[config.mk]
export PLATFORM = sky130hd
export DESIGN_NAME = date_counter
export DESIGN_NICKNAME = d
export VERILOG_FILES = /design/src/rtl/date_pkg.sv /design/src/rtl/days_in_month.sv /design/src/rtl/date_counter.sv
export SDC_FILE = /design/constraint.sdc
export NUM_CORES = 1
export LEC_CHECK = 0
export CORE_MARGIN = 2
export CORE_UTILIZATION = 35
export CTS_CLUSTER_DIAMETER = 30
export DETAILED_ROUTE_END_ITERATION = 7
export HOLD_SLACK_MARGIN = 0.08
export PLACE_DENSITY = 0.62
export RECOVER_POWER = 100
export SLEW_MARGIN = 30
export SYNTH_ARGS = -nofsm -noshare
export SYNTH_HDL_FRONTEND = slang
export SYNTH_SLANG_ARGS = --single-unit
[constraint.sdc]
create_clock -name clk -period 4.05 [get_ports clk]
set_clock_uncertainty 0.2 [all_clocks]
set_input_delay 0.81 -clock clk [delete_from_list [all_inputs] [get_ports clk]]
set_output_delay 0.81 -clock clk [all_outputs]
set_load 0.01 [all_outputs]
[src/rtl/date_pkg.sv]
// date_pkg: field encodings, edit FSM state/op types and calendar limits for date_counter.
package date_pkg;
  localparam logic [1:0] FLD_DAY   = 2'd0;
  localparam logic [1:0] FLD_MONTH = 2'd1;
  localparam logic [1:0] FLD_YEAR  = 2'd2;
  localparam logic [4:0] DAY_MIN   = 5'd1;
  localparam logic [3:0] MONTH_MAX = 4'd12;
  localparam logic [6:0] YEAR_MAX  = 7'd99;
  typedef logic [0:0] state_t;
  localparam state_t ST_IDLE  = 1'b0;
  localparam state_t ST_ARMED = 1'b1;
  // dir: 1 = plus, 0 = minus
  typedef struct packed {
    logic [1:0] field;
    logic       dir;
  } op_t;
endpackage

[src/rtl/days_in_month.sv]
// days_in_month: number of days in a month (1..12), February follows leap.
module days_in_month (
  input  logic [3:0] month,
  input  logic       leap,
  output logic [4:0] len
);
  always_comb
    len = (month == 4'd2) ? (leap ? 5'd29 : 5'd28) :
          (month == 4'd4 || month == 4'd6 || month == 4'd9 || month == 4'd11) ? 5'd30 : 5'd31;
endmodule

[src/rtl/date_counter.sv]
// date_counter: day/month/year (2000-2099) advanced at midnight, with front-panel +/- editing.
// Leap-year support is compiled in with DATE_LEAP_EN.
module date_counter
  import date_pkg::*;
#(
  parameter logic [6:0] YEAR_RST    = 7'd0,
  parameter logic [1:0] DATE_SCREEN = 2'd1
) (
  input  logic       clk,
  input  logic       reset,
  input  logic       ClkDay,
  input  logic       KeyPlus,
  input  logic       KeyMinus,
  input  logic       EditMode,
  input  logic [2:0] EditPos,
  input  logic [1:0] screen,
  output logic [4:0] day,
  output logic [3:0] month,
  output logic [6:0] year,
  output logic       leap
);
  logic [4:0] r_day;
  logic [3:0] r_month;
  logic [6:0] r_year;
  logic       r_clkday_q;
  state_t     r_state;
  op_t        r_op;
  logic       w_leap, w_ed_leap, w_fall, w_keys_up, w_arm, w_apply, w_last, w_month_bad;
  logic [4:0] w_len, w_ed_len, w_ed_day;
  logic [3:0] w_ed_month;
  logic [6:0] w_ed_year;

`ifdef DATE_LEAP_EN
  assign w_leap    = (r_year[1:0] == 2'd0);
  assign w_ed_leap = (w_ed_year[1:0] == 2'd0);
`else
  assign w_leap    = 1'b0;
  assign w_ed_leap = 1'b0;
`endif

  days_in_month u_len_cur (.month(r_month),    .leap(w_leap),    .len(w_len));
  days_in_month u_len_ed  (.month(w_ed_month), .leap(w_ed_leap), .len(w_ed_len));

  assign w_fall      = r_clkday_q & ~ClkDay;
  assign w_keys_up   = KeyPlus & KeyMinus;
  assign w_arm       = (r_state == ST_IDLE) & EditMode & (screen == DATE_SCREEN) &
                       (EditPos <= 3'd2) & ~w_keys_up;
  assign w_apply     = (r_state == ST_ARMED) & EditMode & w_keys_up;
  assign w_last      = (r_day >= w_len);
  assign w_month_bad = (r_month == 4'd0) | (r_month > MONTH_MAX);

  // Each field wraps on its own; the day is clamped afterwards against the edited month/year.
  always_comb begin
    w_ed_day   = r_day;
    w_ed_month = r_month;
    w_ed_year  = r_year;
    if (r_op.field == FLD_DAY)
      w_ed_day = r_op.dir ? (r_day >= w_len ? DAY_MIN : r_day + 5'd1)
                          : (r_day <= DAY_MIN ? w_len : r_day - 5'd1);
    if (r_op.field == FLD_MONTH)
      w_ed_month = r_op.dir ? (r_month >= MONTH_MAX ? 4'd1 : r_month + 4'd1)
                            : (r_month <= 4'd1 ? MONTH_MAX : r_month - 4'd1);
    if (r_op.field == FLD_YEAR)
      w_ed_year = r_op.dir ? (r_year >= YEAR_MAX ? 7'd0 : r_year + 7'd1)
                           : (r_year == 7'd0 ? YEAR_MAX : r_year - 7'd1);
  end

  always_ff @(posedge clk or negedge reset) begin
    if (!reset) begin
      r_day      <= DAY_MIN;
      r_month    <= 4'd1;
      r_year     <= YEAR_RST;
      r_clkday_q <= 1'b0;
      r_state    <= ST_IDLE;
      r_op       <= '0;
    end else begin
      r_clkday_q <= ClkDay;
      if (!EditMode && w_fall) begin
        r_day <= w_last ? DAY_MIN : r_day + 5'd1;
        if (w_last) r_month <= (r_month >= MONTH_MAX) ? 4'd1 : r_month + 4'd1;
        if (w_last && r_month >= MONTH_MAX) r_year <= (r_year >= YEAR_MAX) ? 7'd0 : r_year + 7'd1;
      end else if (w_apply) begin
        r_day   <= (w_ed_day > w_ed_len) ? w_ed_len : w_ed_day;
        r_month <= w_ed_month;
        r_year  <= w_ed_year;
      end else if (!EditMode && (r_day > w_len || w_month_bad)) begin
        r_day <= (r_day > w_len) ? w_len : r_day;
        if (w_month_bad) r_month <= 4'd1;
      end
      r_state <= w_arm ? ST_ARMED :
                 (r_state == ST_ARMED && (!EditMode || w_keys_up)) ? ST_IDLE : r_state;
      if (w_arm) r_op <= '{field: EditPos[1:0], dir: ~KeyPlus};
    end
  end

  assign day   = r_day;
  assign month = r_month;
  assign year  = r_year;
  assign leap  = w_leap;
endmodule

==> impl_metrics.json, run 1 <==
{
  "ys_ff_latch": 21,
  "status": "completed",
  "worst_hold_slack_ns": 0.387,
  "power_leakage_nw": 1.08,
  "place_inst": 369,
  "power_density_mw_per_mm2": 645,
  "cts_setup_buffers": 0,
  "async_reset_ff_share_pct": 100,
  "final_max_slew_viol_count": 0,
  "antennaDiodeCount": 0,
  "ant_nets": 0,
  "fin_cells": 373,
  "drtPass1Iterations": 4,
  "synth_top_area_cell": "dfrtp_1",
  "layout_min_cycle_time_ns": 3.87,
  "worst_pin_slew_ns": 1.20,
  "synth-main-ff-cell": "dfrtp_1",
  "power_frac_comb_pct": 70.2,
  "route.vias.total": 2231,
  "vdd_drop_max_mv": 0.232,
  "synth_edf_count": 0,
  "drt_iter0_markers": 155,
  "gr-total-overflow": 0,
  "grt_pass1_vias": 2011,
  "cap_violations": 0,
  "dp_hpwl_um": 4450,
  "drt-wirelength-per-cell_um": 16.0,
  "netlist.area_leader.share_pct": 22.0,
  "synthCells": 269,
  "synthesis.area_mm2": 0.00216,
  "fp-row-count": 28,
  "hold_viol_final": 0,
  "crit_fanout": 5,
  "multi_input_area_mm2": 0.00156,
  "hold_class": "register to register",
  "seqCellArea_um2": 528,
  "cts.path.max_buffers": 2,
  "cts-root-buf": "clkbuf_8",
  "clock.fmax_ghz": 0.259,
  "yosys_warnings": 0,
  "grt_antenna_before_repair": 0,
  "worstPathRequired_ns": 4.04,
  "cts_buffers": 3,
  "layout-drive-gt1-share_pct": 16.8,
  "detail_route.vias_per_cell": 5.98,
  "yosysSeqAreaShare_pct": 24.4,
  "final_common_cell": "nor2_1",
  "die-area_mm2": 0.00682,
  "clock_latency_ns": 0.26,
  "grt_max_degree": 22,
  "seqPwrFrac_pct": 21.5,
  "cts_max_level": 1,
  "arrival_ns": 3.86,
  "gp_congestion": 0.838,
  "cts_tree": "built",
  "power_switching_share_pct": 47.8,
  "end_kind": "register",
  "die_x_um": 82.6,
  "p_clk_share_pct": 8.3,
  "cp-start-kind": "register",
  "synth_cell_types": 73,
  "fin_crit_sh_pct": 95.5,
  "clock-sinks": 21,
  "grt.total_usage_pct": 18.3,
  "nets": 323,
  "drc": 0,
  "finalSetupViolations": 0,
  "power_switching_mw": 0.810,
  "mostFrequentLayoutCells": "30 x nor2_1, 20 x nand2_1, 19 x dfrtp_1",
  "cts.clk_slew.worst_paths_ns": 0.08,
  "start_util_pct": 36.3,
  "fillers": 601,
  "synthToLayoutAreaGrowth_pct": 21.6,
  "die_h_um": 82.6,
  "io_buffers": 26,
  "synthesis.nets": 293,
  "syn_avg_cell_area_um2": 8.04,
  "pin_count": 28,
  "worstSetupPathType": "register to register",
  "totalWireLength_um": 5980,
  "p_int_mw": 0.885,
  "coreArea_mm2": 0.00596,
  "relSlewSlack_pct": 19.8,
  "yosys-top-cells-area": "dfrtp_1 22%, ha_1 7.5%, nor2_1 5.2%",
  "grt_first_pass_wirelength_um": 9850
}
[cell type report]
cell class / count / area share, %
Multi-Input combinational cell: 222 / 59.4
Sequential cell: 21 / 20.1
Timing Repair Buffer: 40 / 13.7
Tap cell: 75 / 3.57
Clock buffer: 4 / 1.71
Inverter: 11 / 1.57
[flip-flops by register name, summed over array words and instances (netlist names)]
register / count
day: 5
r_op: 3
r_clkday_q: 1
r_state: 1
month: 4
year: 7
[worst paths after layout]
check	from	end	slack [ns]	cells after the start
max	month[0]$_DFFE_PN1P_	day[0]$_DFFE_PN1P_	0.18	14
min	r_state$_DFFE_PN0P_	r_state$_DFFE_PN0P_	0.39	1
max reg2reg	month[0]$_DFFE_PN1P_	day[0]$_DFFE_PN1P_	0.18	14
min reg2reg	r_state$_DFFE_PN0P_	r_state$_DFFE_PN0P_	0.39	1
max in group asynchronous	reset	day[4]$_DFFE_PN0P_	2.36	1
min in group asynchronous	reset	r_op[0]$_DFFE_PN0P_	0.57	1
[power by group through the flow]
stage / logic [mW] / clock network, mW / registers [mW]
final: 1.19 / 0.141 / 0.364
after global routing: 1.32 / 0.155 / 0.378
after CTS: 1.10 / 0.146 / 0.365
after global placement: 1.09 / 0 / 0.368
after floorplan: 0.783 / 0 / 0.349
after detailed placement: 1.10 / 0 / 0.369
[synth_stat cells, drive strengths merged (4+ instances only)]
library cell  number
nand2             20
a22oi              6
o31ai              4
nor3b              4
a21oi             18
o21ai             13
nand2b             5
nor2b              4
inv               11
and2               4
nor3               9
a211oi             5
nand3              6
a32oi              4
o22ai              7
or2                6
buf               12
nor2              31
dfrtp             19
ha                13
mux2               6
[logic make-up (layout without fill, tap and decap cells)]
logic type	Yosys count	in the layout	share of synthesized area (%)
and+or+nand+nor	108	108	26.4
AOI/OAI and AO/OA	91	91	30.8
buffers and inverters	26	55	6.08
DFF	21	21	24.4
adders and majority gates	13	13	7.52
muxes	7	7	3.76
xor gates and xnor gates	2	2	0.810
other	1	1	0.173
[metal layers]
metal	part of all wire (%)	GRT usage, %	vias to the layer above
li1	-	-	1074
met1	46	24.8	1079
met2	48	31.3	71
met3	4.8	1.41	7
met4	0.97	4.59	0
met5	0	0	-
[worst max-delay path: stages (launching register included)]
cell and delay (ns):
dfstp_2 0.58, inv_1 0.08, ha_1 0.22, buf_4 0.16, or2_1 0.27, a211oi_1 0.29, o22ai_2 0.16, nor4b_4 0.30
ha_1 0.29, nor2b_1 0.14, o221a_2 0.25, and2_1 0.16, a22oi_2 0.21, nor3_1 0.10, a311o_1 0.38
[timing repair]
action                                  CTS  global route
endpoints found under the hold margin     0             0
hold buffers                              0             0
resized for setup                         0            10
endpoints found under the setup margin    0             2
[through the flow]
step	area [µm²]	setup slack (ns)	util, %	total power, mW	setup TNS [ns]
floorplan	2160	0.0202	-	1.13	0
global placement	2530	0.158	42.5	1.46	0
detailed placement	2530	0.107	42.4	1.47	0
CTS	2570	0.0842	43.2	1.61	0
global route	2630	-0.0000382	44.1	1.85	-0.0000382
finish	2630	0.182	44.1	1.70	0
Note: power is estimated with default switching activity, not from simulation.
==> run 2, diff against run 1 <==
- ABC_AREA: not set -> 1
- ABC_CLOCK_PERIOD_IN_PS: not set -> 4050
- PLACE_DENSITY: 0.62 -> 0.61
==> impl_metrics.json, run 2 <==
{
  "cts-root-buf": "clkbuf_8",
  "worstPathRequired_ns": 4.03,
  "synthesis.area_mm2": 0.00228,
  "yosys_warnings": 0,
  "route.vias.total": 2275,
  "drt_iter0_markers": 88,
  "arrival_ns": 3.48,
  "power_switching_mw": 0.731,
  "ant_nets": 0,
  "worstSetupPathType": "register to register",
  "cts_max_level": 1,
  "clock-sinks": 21,
  "cp_cell_sequence": "inv_1, ha_1, nand2_1, inv_1, o21ai_0, nand2_1, inv_1, ha_1, nand2_1, nand3_1, nand2_4, nand2_1, a21oi_1, o21ai_0, nand2_1, ha_1, nand2_1, nand2_1, inv_1, nand3_1, nor2_1, nand3_1, nand3_1, a21oi_2",
  "grt_first_pass_wirelength_um": 9810,
  "hold_viol_final": 0,
  "largest_reg_flops": 7,
  "hold_buffers": 0,
  "fin_crit_sh_pct": 86.4,
  "yosys-top-cells-count": "92 x nand2_1, 45 x inv_1, 32 x nand3_1",
  "drtPass1Iterations": 4,
  "cts_buffers": 3,
  "synthToLayoutAreaGrowth_pct": 14.7,
  "grt_max_degree": 22,
  "pin_count": 28,
  "cts.path.max_buffers": 2,
  "cpMostUsedCell": "nand2_1",
  "cts.repair.resized": 0,
  "fin_cells": 454,
  "power_switching_share_pct": 53.0,
  "place_inst": 450,
  "crit_fanout": 7,
  "ys_ff_latch": 21,
  "seqPwrFrac_pct": 26.2,
  "cp-start-kind": "register",
  "power_density_mw_per_mm2": 528,
  "die-area_mm2": 0.00717,
  "vdd_drop_max_mv": 0.221,
  "cts_tree": "built",
  "rsz0062_at_grt": "no",
  "power_frac_comb_pct": 62.6,
  "finish.instance_area_mm2": 0.00261,
  "synthesis.nets": 377,
  "grt.total_usage_pct": 16.3,
  "p_clk_share_pct": 11.2,
  "grt_pass1_vias": 2229,
  "fp-row-count": 29,
  "dp_hpwl_um": 4380,
  "yosys-top-cells-area": "dfrtp_1 21%, nand2_1 15%, inv_1 7.4%",
  "die_x_um": 84.7,
  "mostFrequentLayoutCells": "93 x nand2_1, 46 x inv_1, 32 x nand3_1",
  "synth_top_area_cell": "dfrtp_1",
  "power_leakage_nw": 1.33,
  "netlist.area_leader.share_pct": 20.9,
  "post-route-util_pct": 41.4,
  "dpl-instance-area_mm2": 0.00258,
  "layout_min_cycle_time_ns": 3.50,
  "start_util_pct": 36.1,
  "synth_cell_types": 41,
  "gp_congestion": 0.877,
  "cts_setup_buffers": 0,
  "coreArea_mm2": 0.00631,
  "final_common_cell": "nand2_1",
  "final_max_slew_viol_count": 0,
  "status": "completed",
  "die_h_um": 84.7,
  "crit_start": "month[0]$_DFFE_PN1P_",
  "worst_pin_slew_ns": 1.21,
  "grt_antenna_before_repair": 0,
  "cap_violations": 0,
  "synth_edf_count": 0,
  "totalWireLength_um": 5690,
  "synth.most_common_cell": "nand2_1",
  "drt-wirelength-per-cell_um": 12.5,
  "synthCells": 353,
  "power_mw": 1.38,
  "p_int_mw": 0.648,
  "drc": 0,
  "clock.fmax_ghz": 0.286,
  "hold_start": "r_state$_DFFE_PN0P_",
  "ff2ff_setup_slack_ns": 0.55,
  "detail_route.vias_per_cell": 5.01,
  "yosysSeqAreaShare_pct": 23.2,
  "synth-main-ff-cell": "dfrtp_1",
  "cts.clk_slew.worst_paths_ns": 0.10,
  "gr-total-overflow": 0,
  "slowest_stage": "dfstp_1",
  "finalSetupViolations": 0,
  "async_reset_ff_share_pct": 100,
  "clock_latency_ns": 0.28,
  "slowest_delay_ns": 0.65,
  "timing.rr.start": "month[0]$_DFFE_PN1P_",
  "layout-drive-gt1-share_pct": 12.5,
  "end_kind": "register",
  "nets": 402,
  "hold_class": "register to register",
  "syn_avg_cell_area_um2": 6.45,
  "io_buffers": 26,
  "antennaDiodeCount": 0,
  "relSlewSlack_pct": 19.6,
  "setup_tns_ns": 0
}
==> run 2: changes by cell type in the layout (fill, tap and decap cells not counted), sizes merged, moves of 6 or more <==
cell / before / now
nand2: 20 / 103
inv: 11 / 57
nand3: 6 / 35
o21ai: 13 / 30
buf: 14 / 0
nor2: 31 / 40
nor3: 9 / 2
or2: 6 / 0
==> run 2: final timing paths <==
path | to | cells past startpoint
min reg2reg | r_state$_DFFE_PN0P_ | 2
max in group asynchronous | day[3]$_DFFE_PN0P_ | 1
min | r_state$_DFFE_PN0P_ | 2
min in group asynchronous | month[2]$_DFFE_PN0P_ | 1
max reg2reg | day[1]$_DFFE_PN0P_ | 24
max | day[1]$_DFFE_PN0P_ | 24
==> run 2: area by class of cell <==
cell class | instances | area [µm²]
flip-flops and latches | 21 | 528
multi-input cells | 268 | 1460
repair buffers | 26 | 254
clock inverters | 1 | 7.51
well taps | 77 | 96.3
fillers | 697 | 3700
inverters | 58 | 221
clock buffers | 3 | 41.3
==> run 2: worst max-delay path: cells and delay by family (launching register included) <==
kind	cells	cell delay, ns
simple gates	13	1.11
fa+ha+maj	3	0.68
flops	1	0.65
compound gates	4	0.39
buf+inv	4	0.35
==> run 2: metal layers <==
metal	GRT usage (%)	part of all wire, %	vias up	wire (µm)
li1	-	-	1191	-
met2	26.6	45	65	2560
met3	1.97	5.1	5	290
met5	0	0	-	0
met1	22.3	49	1014	2810
met4	5.77	0.63	0	36
==> run 2: power groups by stage <==
stage	sequential, mW	combinational (mW)	clock [mW]
final	0.362	0.863	0.154
after global routing	0.374	0.995	0.164
after CTS	0.369	0.879	0.156
after detailed placement	0.374	0.875	0
after global placement	0.370	0.868	0
after floorplan	0.333	0.688	0
==> run 2: through the flow <==
step                setup slack (ns)  hold WS, ns
floorplan                      0.890        0.301
global placement               0.740        0.334
detailed placement             0.644        0.344
CTS                            0.632        0.310
global route                   0.149        0.404
finish                         0.551        0.355
==> run 2: cells by family after synthesis <==
logic type / synth area share, %
AND/OR/NAND/NOR: 39.6
buffers and inverters: 11.8
AO/OA/AOI/OAI: 15.3
flip-flops: 23.2
adder cells (fa/ha/maj): 7.14
XOR/XNOR: 2.31
other: 0.165
multiplexers: 0.494
==> run 3, diff against run 2 <==
- PLACE_DENSITY: 0.61 -> 0.53
==> impl_metrics.json, run 3 (same netlist as run 2, synthesis figures left out) <==
{
  "die-area_mm2": 0.00717,
  "finalSetupViolations": 0,
  "die_h_um": 84.7,
  "grt_pass1_vias": 2199,
  "vdd_drop_max_mv": 0.263,
  "clock-sinks": 21,
  "io_buffers": 26,
  "hold_buffers": 0,
  "drt-wirelength-per-cell_um": 12.7,
  "hold_start": "r_state$_DFFE_PN0P_",
  "status": "completed",
  "fin_crit_sh_pct": 88.4,
  "ff2ff_path_depth": 18,
  "cts_setup_buffers": 0,
  "cap_violations": 0,
  "slowest_delay_ns": 0.60,
  "rsz0062_at_grt": "no",
  "grt_max_degree": 22,
  "route.vias.total": 2236,
  "power_frac_comb_pct": 62.8,
  "dp_hpwl_um": 4540,
  "layout_min_cycle_time_ns": 3.58,
  "cts.path.max_buffers": 2,
  "timing.rr.start": "month[0]$_DFFE_PN1P_",
  "mostFrequentLayoutCells": "93 x nand2_1, 46 x inv_1, 32 x nand3_1",
  "ant_nets": 0,
  "power_leakage_nw": 1.32,
  "p_int_mw": 0.649,
  "clock_latency_ns": 0.27,
  "hold_viol_final": 0,
  "coreArea_mm2": 0.00631,
  "cts_max_level": 1,
  "cp_num_cells": 18,
  "cp-start-kind": "register",
  "cts_buffers": 3,
  "setup_tns_ns": 0,
  "drtPass1Iterations": 4,
  "gr-total-overflow": 0,
  "die_x_um": 84.7,
  "seqPwrFrac_pct": 26.7,
  "drt_iter0_markers": 98,
  "power_switching_mw": 0.720,
  "start_util_pct": 36.1,
  "worstPathRequired_ns": 4.05,
  "grt_first_pass_wirelength_um": 10100,
  "crit_fanout": 8,
  "antennaDiodeCount": 0,
  "cts.repair.resized": 0,
  "worst_hold_slack_ns": 0.347,
  "power_density_mw_per_mm2": 524,
  "largest_reg_flops": 7,
  "gp_congestion": 0.857,
  "cp_cell_sequence": "inv_1, ha_1, nand2_1, inv_1, o21ai_0, nand2_1, inv_1, ha_1, nand2_1, nand3_1, nand2_4, inv_1, nand4_1, and2_0, clkinvlp_2, o21ai_0, a21oi_2, a21oi_1",
  "nets": 402,
  "clock.fmax_ghz": 0.279,
  "min_path_cells": 2,
  "critPathTopFamily": "simple AND/OR/NAND/NOR gates",
  "worst_pin_slew_ns": 1.22,
  "cpMostUsedCell": "inv_1",
  "relSlewSlack_pct": 18.5,
  "pin_count": 28,
  "slowest_stage": "dfstp_2",
  "totalWireLength_um": 5780,
  "cts_tree": "built",
  "p_clk_share_pct": 10.6,
  "power_switching_share_pct": 52.6,
  "grt.total_usage_pct": 16.9,
  "fp-row-count": 29,
  "grt_antenna_before_repair": 0,
  "arrival_ns": 3.58,
  "synthToLayoutAreaGrowth_pct": 14.8,
  "crit_start": "month[0]$_DFFE_PN1P_",
  "hold_class": "register to register",
  "layout-drive-gt1-share_pct": 13.0,
  "final_max_slew_viol_count": 0,
  "cts-root-buf": "clkbuf_8",
  "detail_route.vias_per_cell": 4.93,
  "worstSetupPathType": "register to register",
  "cp_num_buf_inv": 5,
  "final_common_cell": "nand2_1",
  "drc": 0,
  "cts.clk_slew.worst_paths_ns": 0.09,
  "end_kind": "register"
}
## run 3: worst paths after layout
check / end / slack (ns)
min in group asynchronous: r_state$_DFFE_PN0P_ / 0.57
min: r_state$_DFFE_PN0P_ / 0.35
max: year[1]$_DFFE_PN0P_ / 0.47
min reg2reg: r_state$_DFFE_PN0P_ / 0.35
max in group asynchronous: day[4]$_DFFE_PN0P_ / 2.35
max reg2reg: year[1]$_DFFE_PN0P_ / 0.47
## run 3: layout make-up
| cell class | instances | area (µm²) |
|---|---|---|
| Clock buffer | 3 | 41.3 |
| Clock inverter | 1 | 7.51 |
| Fill cell | 707 | 3700 |
| Inverter | 58 | 220 |
| Multi-Input combinational cell | 268 | 1470 |
| Sequential cell | 21 | 528 |
| Tap cell | 77 | 96.3 |
| Timing Repair Buffer | 26 | 254 |
## run 3: stage by stage
step	total power [mW]	worst slack [ns]	instance area, µm²	utilization [%]	instances
global placement	1.25	0.713	2590	41.0	450
detailed placement	1.25	0.650	2580	40.9	450
finish	1.37	0.468	2620	41.4	454
floorplan	1.02	0.890	2280	-	353
CTS	1.40	0.621	2630	41.7	454
global route	1.55	0.116	2620	41.4	454
## run 3: layer usage
metal  global-route usage, %  vias up  part of all wire, %
li1                        -     1186                    -
met1                    24.5     1012                   53
met2                    27.5       34                   44
met3                    2.06        4                  2.8
met4                    2.45        0                 0.48
met5                       0        -                    0
## run 3: power by group through the flow
stage               logic, mW  clock network [mW]  registers [mW]
floorplan               0.688                   0           0.333
global placement        0.883                   0           0.371
detailed placement      0.880                   0           0.372
CTS                     0.885               0.152           0.367
global route             1.01               0.161           0.378
finish                  0.860               0.145           0.365
## run 3: worst register-to-register path: stages, from the launching register on
cell	delay, ns
dfstp_2	0.60
inv_1	0.12
ha_1	0.23
nand2_1	0.07
inv_1	0.05
o21ai_0	0.13
nand2_1	0.08
inv_1	0.08
ha_1	0.22
nand2_1	0.08
nand3_1	0.12
nand2_4	0.12
inv_1	0.08
nand4_1	0.07
and2_0	0.49
clkinvlp_2	0.42
o21ai_0	0.19
a21oi_2	0.04
a21oi_1	0.12
